`src/rtl/vga_display_pipe.sv`:
```
// Parametrised VGA timing generator with a latency-matched delay line for an
// external renderer and a built-in test-pattern source (bars, solid, grid).
module vga_display_pipe #(
    parameter int unsigned H_ACTIVE   = 640,
    parameter int unsigned H_FP       = 24,
    parameter int unsigned H_SYNC     = 40,
    parameter int unsigned H_BP       = 128,
    parameter int unsigned V_ACTIVE   = 480,
    parameter int unsigned V_FP       = 9,
    parameter int unsigned V_SYNC     = 3,
    parameter int unsigned V_BP       = 28,
    parameter bit          HSYNC_POL  = 1'b0,
    parameter bit          VSYNC_POL  = 1'b0,
    parameter int unsigned COLOR_BITS = 2,
    parameter int unsigned PIPE_LAT   = 1,
    parameter int unsigned FRAME_W    = 8,
    localparam int unsigned H_TOTAL   = H_ACTIVE + H_FP + H_SYNC + H_BP,
    localparam int unsigned V_TOTAL   = V_ACTIVE + V_FP + V_SYNC + V_BP,
    localparam int unsigned X_W       = $clog2(H_TOTAL),
    localparam int unsigned Y_W       = $clog2(V_TOTAL),
    localparam int unsigned C_W       = 3 * COLOR_BITS
) (
    input  logic               px_clk,
    input  logic               reset,
    input  logic [1:0]         source_sel,
    input  logic [C_W-1:0]     solid_color,
    input  logic [C_W-1:0]     pix_in,
    output logic [X_W-1:0]     x_px,
    output logic [Y_W-1:0]     y_px,
    output logic               activevideo,
    output logic               frame_start,
    output logic               hsync,
    output logic               vsync,
    output logic [C_W-1:0]     rgb_out,
    output logic [FRAME_W-1:0] frame_cnt
);

    localparam int unsigned BAR_W = H_ACTIVE / 8;
    localparam int unsigned BC_W  = $clog2(BAR_W + 1);

    typedef struct packed {
        logic           hs;
        logic           vs;
        logic           av;
        logic [C_W-1:0] pat;
        logic [1:0]     mode;
    } stage_t;

    logic [X_W-1:0]     r_x;
    logic [Y_W-1:0]     r_y;
    logic [BC_W-1:0]    r_bar_cnt;
    logic [2:0]         r_bar_idx;
    logic [1:0]         r_mode;
    logic [FRAME_W-1:0] r_frame_cnt;
    logic [C_W-1:0]     r_rgb;
    logic               r_hsync;
    logic               r_vsync;

    logic               w_x_last;
    logic               w_y_last;
    logic               w_frame_wrap;
    logic               w_grid;
    logic [C_W-1:0]     w_pat;
    stage_t             w_s0;
    stage_t             w_sd;

    assign w_x_last     = (r_x == X_W'(H_TOTAL - 1));
    assign w_y_last     = (r_y == Y_W'(V_TOTAL - 1));
    assign w_frame_wrap = w_x_last && w_y_last;

    // Raster counters, bar sub-counter, mode latch and frame counter
    always_ff @(posedge px_clk) begin
        if (reset) begin
            r_x         <= '0;
            r_y         <= '0;
            r_bar_cnt   <= '0;
            r_bar_idx   <= '0;
            r_mode      <= 2'd0;
            r_frame_cnt <= '0;
        end else begin
            if (w_x_last) begin
                r_x       <= '0;
                r_bar_cnt <= '0;
                r_bar_idx <= '0;
                r_y       <= w_y_last ? '0 : r_y + Y_W'(1);
            end else begin
                r_x <= r_x + X_W'(1);
                if (r_bar_cnt == BC_W'(BAR_W - 1)) begin
                    r_bar_cnt <= '0;
                    r_bar_idx <= r_bar_idx + 3'd1;
                end else begin
                    r_bar_cnt <= r_bar_cnt + BC_W'(1);
                end
            end
            if (w_frame_wrap) begin
                r_mode      <= source_sel;
                r_frame_cnt <= r_frame_cnt + FRAME_W'(1);
            end
        end
    end

    assign x_px        = r_x;
    assign y_px        = r_y;
    assign activevideo = (r_x < X_W'(H_ACTIVE)) && (r_y < Y_W'(V_ACTIVE));
    assign frame_start = (r_x == '0) && (r_y == '0);
    assign frame_cnt   = r_frame_cnt;

    assign w_grid = ((32'(r_x) & 32'hF) == 32'd0) || ((32'(r_y) & 32'hF) == 32'd0);

    // Stage-0 pattern colour for the latched mode
    always_comb begin
        w_pat = '0;
        case (r_mode)
            2'd1:    w_pat = {{COLOR_BITS{r_bar_idx[2]}}, {COLOR_BITS{r_bar_idx[1]}},
                              {COLOR_BITS{r_bar_idx[0]}}};
            2'd2:    w_pat = solid_color;
            2'd3:    w_pat = w_grid ? '1 : '0;
            default: w_pat = '0;
        endcase
    end

    always_comb begin
        w_s0      = '0;
        w_s0.hs   = (r_x >= X_W'(H_ACTIVE + H_FP)) && (r_x < X_W'(H_ACTIVE + H_FP + H_SYNC));
        w_s0.vs   = (r_y >= Y_W'(V_ACTIVE + V_FP)) && (r_y < Y_W'(V_ACTIVE + V_FP + V_SYNC));
        w_s0.av   = activevideo;
        w_s0.pat  = w_pat;
        w_s0.mode = r_mode;
    end

    // Delay line matching renderer latency; flushed to blank/inactive on reset
    generate
        if (PIPE_LAT == 0) begin : g_no_dly
            assign w_sd = w_s0;
        end else begin : g_dly
            stage_t r_dly [PIPE_LAT];
            always_ff @(posedge px_clk) begin
                if (reset) begin
                    for (int i = 0; i < int'(PIPE_LAT); i++) r_dly[i] <= '0;
                end else begin
                    r_dly[0] <= w_s0;
                    for (int i = 1; i < int'(PIPE_LAT); i++) r_dly[i] <= r_dly[i-1];
                end
            end
            assign w_sd = r_dly[PIPE_LAT-1];
        end
    endgenerate

    always_ff @(posedge px_clk) begin
        if (reset) begin
            r_rgb   <= '0;
            r_hsync <= ~HSYNC_POL;
            r_vsync <= ~VSYNC_POL;
        end else begin
            r_rgb   <= w_sd.av ? ((w_sd.mode == 2'd0) ? pix_in : w_sd.pat) : '0;
            r_hsync <= w_sd.hs ? HSYNC_POL : ~HSYNC_POL;
            r_vsync <= w_sd.vs ? VSYNC_POL : ~VSYNC_POL;
        end
    end

    assign rgb_out = r_rgb;
    assign hsync   = r_hsync;
    assign vsync   = r_vsync;

endmodule

```
`config.mk`:
```
export PLATFORM = sky130hd
export DESIGN_NAME = vga_display_pipe
export DESIGN_NICKNAME = d
export VERILOG_FILES = /design/src/rtl/vga_display_pipe.sv
export SDC_FILE = /design/constraint.sdc
export NUM_CORES = 1
export LEC_CHECK = 0
export BUFFER_PORTS_ARGS = -buffer_cell sky130_fd_sc_hd__buf_4
export CORE_MARGIN = 10
export CORE_UTILIZATION = 47
export DETAILED_ROUTE_END_ITERATION = 7
export PLACE_DENSITY = 0.73
export SLEW_MARGIN = 15
export SYNTH_ARGS = -nofsm -noshare
export SYNTH_HDL_FRONTEND = slang
export SYNTH_SLANG_ARGS = --single-unit
```
`constraint.sdc`:
```
create_clock -name px_clk -period 2.1 [get_ports px_clk]
set_input_delay 0 -clock px_clk [delete_from_list [all_inputs] [get_ports px_clk]]
set_output_delay 0 -clock px_clk [all_outputs]
set_load 0.01 [all_outputs]
```
==> results of run 1 <==
synthesized netlist by cell type:
master / number
xnor2_1: 9
xor2_1: 8
a21oi_1: 31
inv_1: 9
nor4bb_1: 1
mux2i_1: 1
nand2_1: 19
o21ai_1: 1
nor3b_1: 2
or3_1: 3
and3_1: 5
clkbuf_1: 14
o41ai_1: 1
nand4_1: 5
nor3_1: 4
nand3_1: 22
nand2b_1: 2
nand4bb_1: 1
ha_1: 8
o21ai_0: 24
o31ai_1: 9
nand4b_1: 1
or4b_2: 1
nor2b_1: 12
and2_1: 2
and3b_1: 1
o211a_1: 1
or2_2: 1
buf_6: 1
or4_1: 12
nor4_1: 6
nor2_1: 26
or4_4: 1
or3_4: 1
dfxtp_1: 59
tightest hold or removal path, cell delays in order:
cell     delay (ns)
buf_4          0.07
nor2b_1        0.10
o21ai_0        0.08
a21oi_1        0.13
area by class of cell:
| class | instances | area (µm²) |
|---|---|---|
| inverter | 9 | 33.78 |
| sequential | 59 | 1181 |
| clock inverter | 7 | 92.59 |
| multi-input combinational | 221 | 1334 |
| clock buffer | 9 | 123.9 |
| tap | 72 | 90.09 |
| timing repair buffer | 77 | 600.6 |
| fill | 465 | 1983 |
sequential cells by signal, indices dropped and copies added (netlist names):
signal and cells:
g_dly.r_dly 11, r_bar_idx 3, r_bar_cnt 7, x_px 10, vsync 1, r_mode 2, frame_cnt 8, y_px 10
rgb_out 6, hsync 1
through the flow:
stage | instance area (µm²) | utilization | hold WS (ns)
2_1_floorplan | 2605 | - | 0.07161
3_5_place_dp | 3142 | 0.5776 | 0.2601
5_1_grt | 3456 | 0.6354 | 0.1074
6_report | 3456 | 0.6354 | 0.07069
3_3_place_gp | 3142 | 0.5776 | 0.2602
4_1_cts | 3448 | 0.6340 | 0.06280
power groups by stage:
stage               Combinational (mW)  Clock [mW]  Sequential (mW)
floorplan                       0.0459           0             1.17
detailed placement               0.109           0             1.17
global placement                 0.108           0             1.17
CTS                              0.123        1.14             1.14
global route                     0.136        1.19             1.15
finish                           0.121        1.12             1.14
layer usage:
layer / global-route usage / part of all wire
met1: 0.1679 / 0.43
met2: 0.2380 / 0.48
met3: 0.04441 / 0.058
met4: 0.07980 / 0.028
met5: 0 / 0
layout by cell type (no fill, tap or decap), types with 2 or more instances in the layout:
cell type / count
xnor2_1: 9
inv_1: 9
dfxtp_1: 59
nor2_1: 26
nand3_1: 22
a21oi_1: 31
nand4_1: 5
o21ai_0: 24
and3_1: 5
dlygate4sd3_1: 9
nor4_1: 6
or4_1: 12
nor3_1: 4
nor2b_1: 12
clkbuf_8: 9
buf_4: 68
xor2_1: 8
or3_1: 3
bufinv_16: 2
nand2_1: 19
clkinvlp_4: 3
o31ai_1: 9
clkinv_2: 2
ha_1: 7
and2_1: 2
nand2b_1: 2
cell families after synthesis:
| group | count (synthesis) | synth area share |
|---|---|---|
| mux | 1 | 0.003843 |
| fa+ha+maj | 8 | 0.03843 |
| simple gates | 128 | 0.2690 |
| buf+inv | 24 | 0.03746 |
| flops | 59 | 0.4534 |
| xor+xnor | 17 | 0.05716 |
| compound gates | 67 | 0.1407 |
worst min-delay path by stage:
stage                    from                 to  slack [ns]  depth (start not counted)
2_1_floorplan           reset  g_dly.r_dly[0][0]        0.07                          1
3_3_place_gp        pix_in[0]         rgb_out[0]        0.26                          3
3_5_place_dp        pix_in[0]         rgb_out[0]        0.26                          3
4_1_cts        solid_color[5]  g_dly.r_dly[0][7]        0.06                          4
5_1_grt        solid_color[5]  g_dly.r_dly[0][7]        0.11                          4
6_report       solid_color[5]  g_dly.r_dly[0][7]        0.07                          4
what timing repair did:
item | in CTS | in global routing
endpoints found under the setup margin | 0 | 5
resized for setup | 0 | 2
endpoints found under the hold margin | 9 | 0
hold buffers | 9 | 0
==> impl_results.md, run 1 <==
- DRT Pass-1 Iters: 4
- Static leakage: 1.379 nW
- Root Driver: clkbuf_8
- Initial Utilization: 0.4790
- First-pass GRT wire length: 10,520 µm
- Die Footprint: 8921 µm²
- IO Count: 54
- Proportion of layout cells with a drive suffix above 1: 0.2356
- Post-Route Setup TNS: 0 ns
- Placed Cells: 429
- Sw Pwr: 0.5263 mW
- PnR worst setup slack: 0.1077 ns
- # H-tree levels: 3
- Max VDD drop: 0.0004384 V
- Die W: 94.45 µm
- Worst-path clk slew: 0.07 ns
- CORE AREA: 5439 µm²
- RSZ-0062 raised after global routing: no
- Skew-Pair Late Insertion Delay: 0.35 ns
- Floorplan row count: 27
- Critical path fanouts, max: 13
- Initial antenna violation count: 0
- Port bufs: 53
- R2r setup slk: 0.11 ns
- Largest net degree at the start of global routing: 33
- CP bufs+invs: 0
- Seq/Total Area, Yosys: 0.4534
- Crit-path max cell delay: 0.53 ns
- Number of library cell types mapped by synthesis: 35
- Chip Height: 94.45 µm
- Final cell count without fillers: 454
- Worst setup path start: y_px[4]
- Layout Skew: 0.008880 ns
- Via count: 2,416
- Overall Power: 2.389 mW
- Worst-Margin Slew: 0.5888 ns
- GPL Wtd Cong: 0.8656
- FF+latch count, synth: 59
- Synthesis Warnings: 0
- Via density: 5.322
- Minimum clock period: 1.992 ns
- Net Sw Frac: 0.2203
- Reg-to-Reg End: frame_cnt[5]
- WP data required: 2.38 ns
- DP HPWL: 4488 µm
- Arrival time worst endpoint: 2.27 ns
- Setup-failing EPs final: 0
- Logic pwr share: 0.051
- Routed len/inst: 13.84 µm
- Cts bufs inserted: 9
- Post-CTS Setup Bufs: 0
- Clock tree buffer depth: 2
- Clock power frac: 0.470
- R2R depth: 4
- GR Overflow Total: 0
- Cell Area, Synth: 2605 µm²
- Cell taking the most area after synthesis: dfxtp_1
- Syn Inst Count: 304
- Vias in the first global route: 2,263
- Syn avg cell area: 8.569 µm²
- Post-route DRC: 0
- Stages on worst setup path: 4
- Final Hold Fails: 0
- Final Max Tran Viols: 0
- Top cells by area, synth: dfxtp_1 (45%), a21oi_1 (6.0%), o21ai_0 (4.6%)
- PD cells: 691.3 nW/µm²
- Slew headroom: 0.6045
- Status: finished, final reports clean
- Final ANT Viol Nets: 0
- Setup crit start kind: flop
- Total global routing track utilization: 0.1460
- Clk sinks: 59
- HP Class: in -> reg
- # diodes: 0
- Fmax: 0.5019 GHz
- Final nets: 401
- Crit path max-delay family: simple AND/OR/NAND/NOR gates
- Syn Nets: 328
- 1st-iter DRT viols: 151
- Int Pwr: 1.863 mW
- Synth top area share: 0.4534
- Ratio of final minimum period to clock period: 0.9487
- Sequential share of power: 0.479
- WS Path Type: reg -> reg
- RR Startpoint: y_px[4]
- CTS tree: yes
- Post-Route WL: 6283 µm
- Max-cap viol count: 0
- Area growth syn-to-layout: 32.66%
- Crit path to: frame_cnt[5]
- CP Capture Type: flop
- Worst path slowest cell: or4_4
- Pre-CTS setup slack: 0.1193 ns
- CP Cell Sequence: or4_4, or3_4, or4_1, a21oi_1
Note: power is estimated with default switching activity, not from simulation.
==> inputs of run 2 (changes only) <==
--- a/config.mk
+++ b/config.mk
@@ -10,7 +10,8 @@
 export CORE_UTILIZATION = 47
 export DETAILED_ROUTE_END_ITERATION = 7
 export PLACE_DENSITY = 0.73
-export SLEW_MARGIN = 15
+export RECOVER_POWER = 25
+export SKIP_CTS_REPAIR_TIMING = 1
 export SYNTH_ARGS = -nofsm -noshare
 export SYNTH_HDL_FRONTEND = slang
 export SYNTH_SLANG_ARGS = --single-unit
==> run 2 against run 1 <==
Clock skew about the same. Sequential power about the same. Global-route usage decreased by 0.26 points. Setup slack about the same. Count of clock-buffer cells in the layout did not move. Power decreased by 0.33%. Wire length increased by 0.16%. Maximum frequency about the same. Critical path depth is 1 higher. Combinational power down 5%.
==> impl_results.md, run 2 (synthesized netlist as in run 1, its figures left out) <==
- Status: finished, final reports clean (unchanged)
- Floorplan row count: 27 (unchanged)
- CORE AREA: 5439 µm² (unchanged)
- Net Sw Frac: 0.2204 (was 0.2203)
- Clock power frac: 0.471 (was 0.470)
- Max-cap viol count: 0 (unchanged)
- Max reg flops: 11 (unchanged)
- Crit-path max cell delay: 0.53 ns (about the same)
- WS Path Type: reg -> reg (unchanged)
- Root Driver: clkbuf_8 (unchanged)
- Via density: 5.327 (was 5.322)
- Die Footprint: 8921 µm² (unchanged)
- Vias in the first global route: 2,220 (was 2,263)
- PD cells: 705.6 nW/µm² (was 691.3 nW/µm²)
- WP data required: 2.38 ns (about the same)
- Total global routing track utilization: 0.1434 (was 0.1460)
- # diodes: 0 (unchanged)
- Skew-Pair Late Insertion Delay: 0.35 ns (about the same)
- Final cell count without fillers: 453 (was 454)
- R2r setup slk: 0.11 ns (about the same)
- Minimum clock period: 1.992 ns (about the same)
- CP bufs+invs: 1 (was 0)
- CTS tree: yes (unchanged)
- # H-tree levels: 3 (unchanged)
- IO Count: 54 (unchanged)
- HP Class: in -> reg (unchanged)
- Post-Route Setup TNS: 0 ns (unchanged)
- Max VDD drop: 0.0004383 V (was 0.0004384 V)
- CP Capture Type: flop (unchanged)
- GR Overflow Total: 0 (unchanged)
- Sw Pwr: 0.5248 mW (was 0.5263 mW)
- Int Pwr: 1.856 mW (was 1.863 mW)
- Clk sinks: 59 (unchanged)
- RSZ-0062 raised after global routing: no (unchanged)
- Via count: 2,413 (was 2,416)
- Commonest non-fill, non-tap cells in the layout: dfxtp_1 (59), buf_4 (49), a21oi_1 (31) (was buf_4 (68), dfxtp_1 (59), a21oi_1 (31))
- 1st-iter DRT viols: 147 (was 151)
- Final Hold Fails: 0 (unchanged)
- Final nets: 400 (was 401)
- Initial Utilization: 0.4790 (unchanged)
- Overall Power: 2.381 mW (was 2.389 mW)
- Die W: 94.45 µm (unchanged)
- Sequential share of power: 0.481 (was 0.479)
- Final ANT Viol Nets: 0 (unchanged)
- Largest net degree at the start of global routing: 33 (unchanged)
- DP HPWL: 4488 µm (unchanged)
- CP Cell Sequence: or4_4, or3_4, buf_4, or3_1, a21oi_1 (was or4_4, or3_4, or4_1, a21oi_1)
- Logic pwr share: 0.048 (was 0.051)
- Proportion of layout cells with a drive suffix above 1: 0.1864 (was 0.2356)
- Commonest non-fill, non-tap cell in the layout: dfxtp_1 (was buf_4)
- Static leakage: 1.297 nW (was 1.379 nW)
- Fmax: 0.5019 GHz (about the same)
- First-pass GRT wire length: 10,310 µm (was 10,520 µm)
- Largest register by flop count: g_dly.r_dly (unchanged)
- Post-Route WL: 6293 µm (was 6283 µm)
- Clock tree buffer depth: 2 (unchanged)
- Worst-Margin Slew: 0.5824 ns (was 0.5888 ns)
- GPL Wtd Cong: 0.8656 (unchanged)
- Placed Cells: 429 (unchanged)
- Chip Height: 94.45 µm (unchanged)
- Worst path slowest cell: or4_4 (unchanged)
- Routed len/inst: 13.89 µm (was 13.84 µm)
- Cts bufs inserted: 9 (unchanged)
- Port bufs: 53 (unchanged)
- Final Max Tran Viols: 0 (unchanged)
- Critical path fanouts, max: 13 (unchanged)
- Area growth syn-to-layout: 29.54% (was 32.66%)
- DRT Pass-1 Iters: 4 (unchanged)
- Worst-path clk slew: 0.07 ns (about the same)
- Arrival time worst endpoint: 2.27 ns (about the same)
- Setup crit start kind: flop (unchanged)
- Setup-failing EPs final: 0 (unchanged)
- Slew headroom: 0.6088 (was 0.6045)
- Initial antenna violation count: 0 (unchanged)
- Ratio of final minimum period to clock period: 0.9488 (was 0.9487)
- Layout Skew: 0.008811 ns (was 0.008880 ns)
- Crit path max-delay family: simple AND/OR/NAND/NOR gates (unchanged)
- Post-route DRC: 0 (unchanged)
==> run 2: through the flow <==
step	setup slack [ns]	hold WS, ns	utilization	cell area, µm²
detailed placement	0.1193	0.2601	0.5776	3142
CTS	0.1035	-0.1061	0.6174	3358
global placement	0.1549	0.2602	0.5776	3142
finish	0.1075	0.007111	0.6204	3374
global route	0.01705	0.008960	0.6204	3374
floorplan	0.01653	0.07161	-	2605
==> run 2: layer usage <==
metal	part of all wire	GRT usage	wire length, µm
met1	0.43	0.1642	2715
met2	0.48	0.2346	3025
met3	0.059	0.04441	370
met4	0.029	0.07731	182
met5	0	0	0
==> run 2: cell type report <==
| cell class | count | area, µm² |
|---|---|---|
| inverters | 9 | 33.78 |
| multi-input cells | 221 | 1334 |
| flip-flops and latches | 59 | 1181 |
| repair buffers | 76 | 519.2 |
| clock buffers | 9 | 123.9 |
| clock inverters | 7 | 92.59 |
| fillers | 487 | 2064 |
| well taps | 72 | 90.09 |
==> run 2: final timing paths <==
kind | endpoint | cells past startpoint | start
worst max-delay path | frame_cnt[0] | 5 | y_px[4]
worst min-delay path | y_px[2] | 2 | reset
worst max register to register | frame_cnt[0] | 5 | y_px[4]
worst min register to register | vsync | 1 | g_dly.r_dly[0][9]
==> run 2: power by group through the flow <==
stage / Combinational, mW / Sequential [mW] / Clock (mW)
3_5_place_dp: 0.109 / 1.17 / 0
3_3_place_gp: 0.108 / 1.17 / 0
5_1_grt: 0.129 / 1.15 / 1.19
2_1_floorplan: 0.0459 / 1.17 / 0
6_report: 0.115 / 1.14 / 1.12
4_1_cts: 0.110 / 1.14 / 1.14
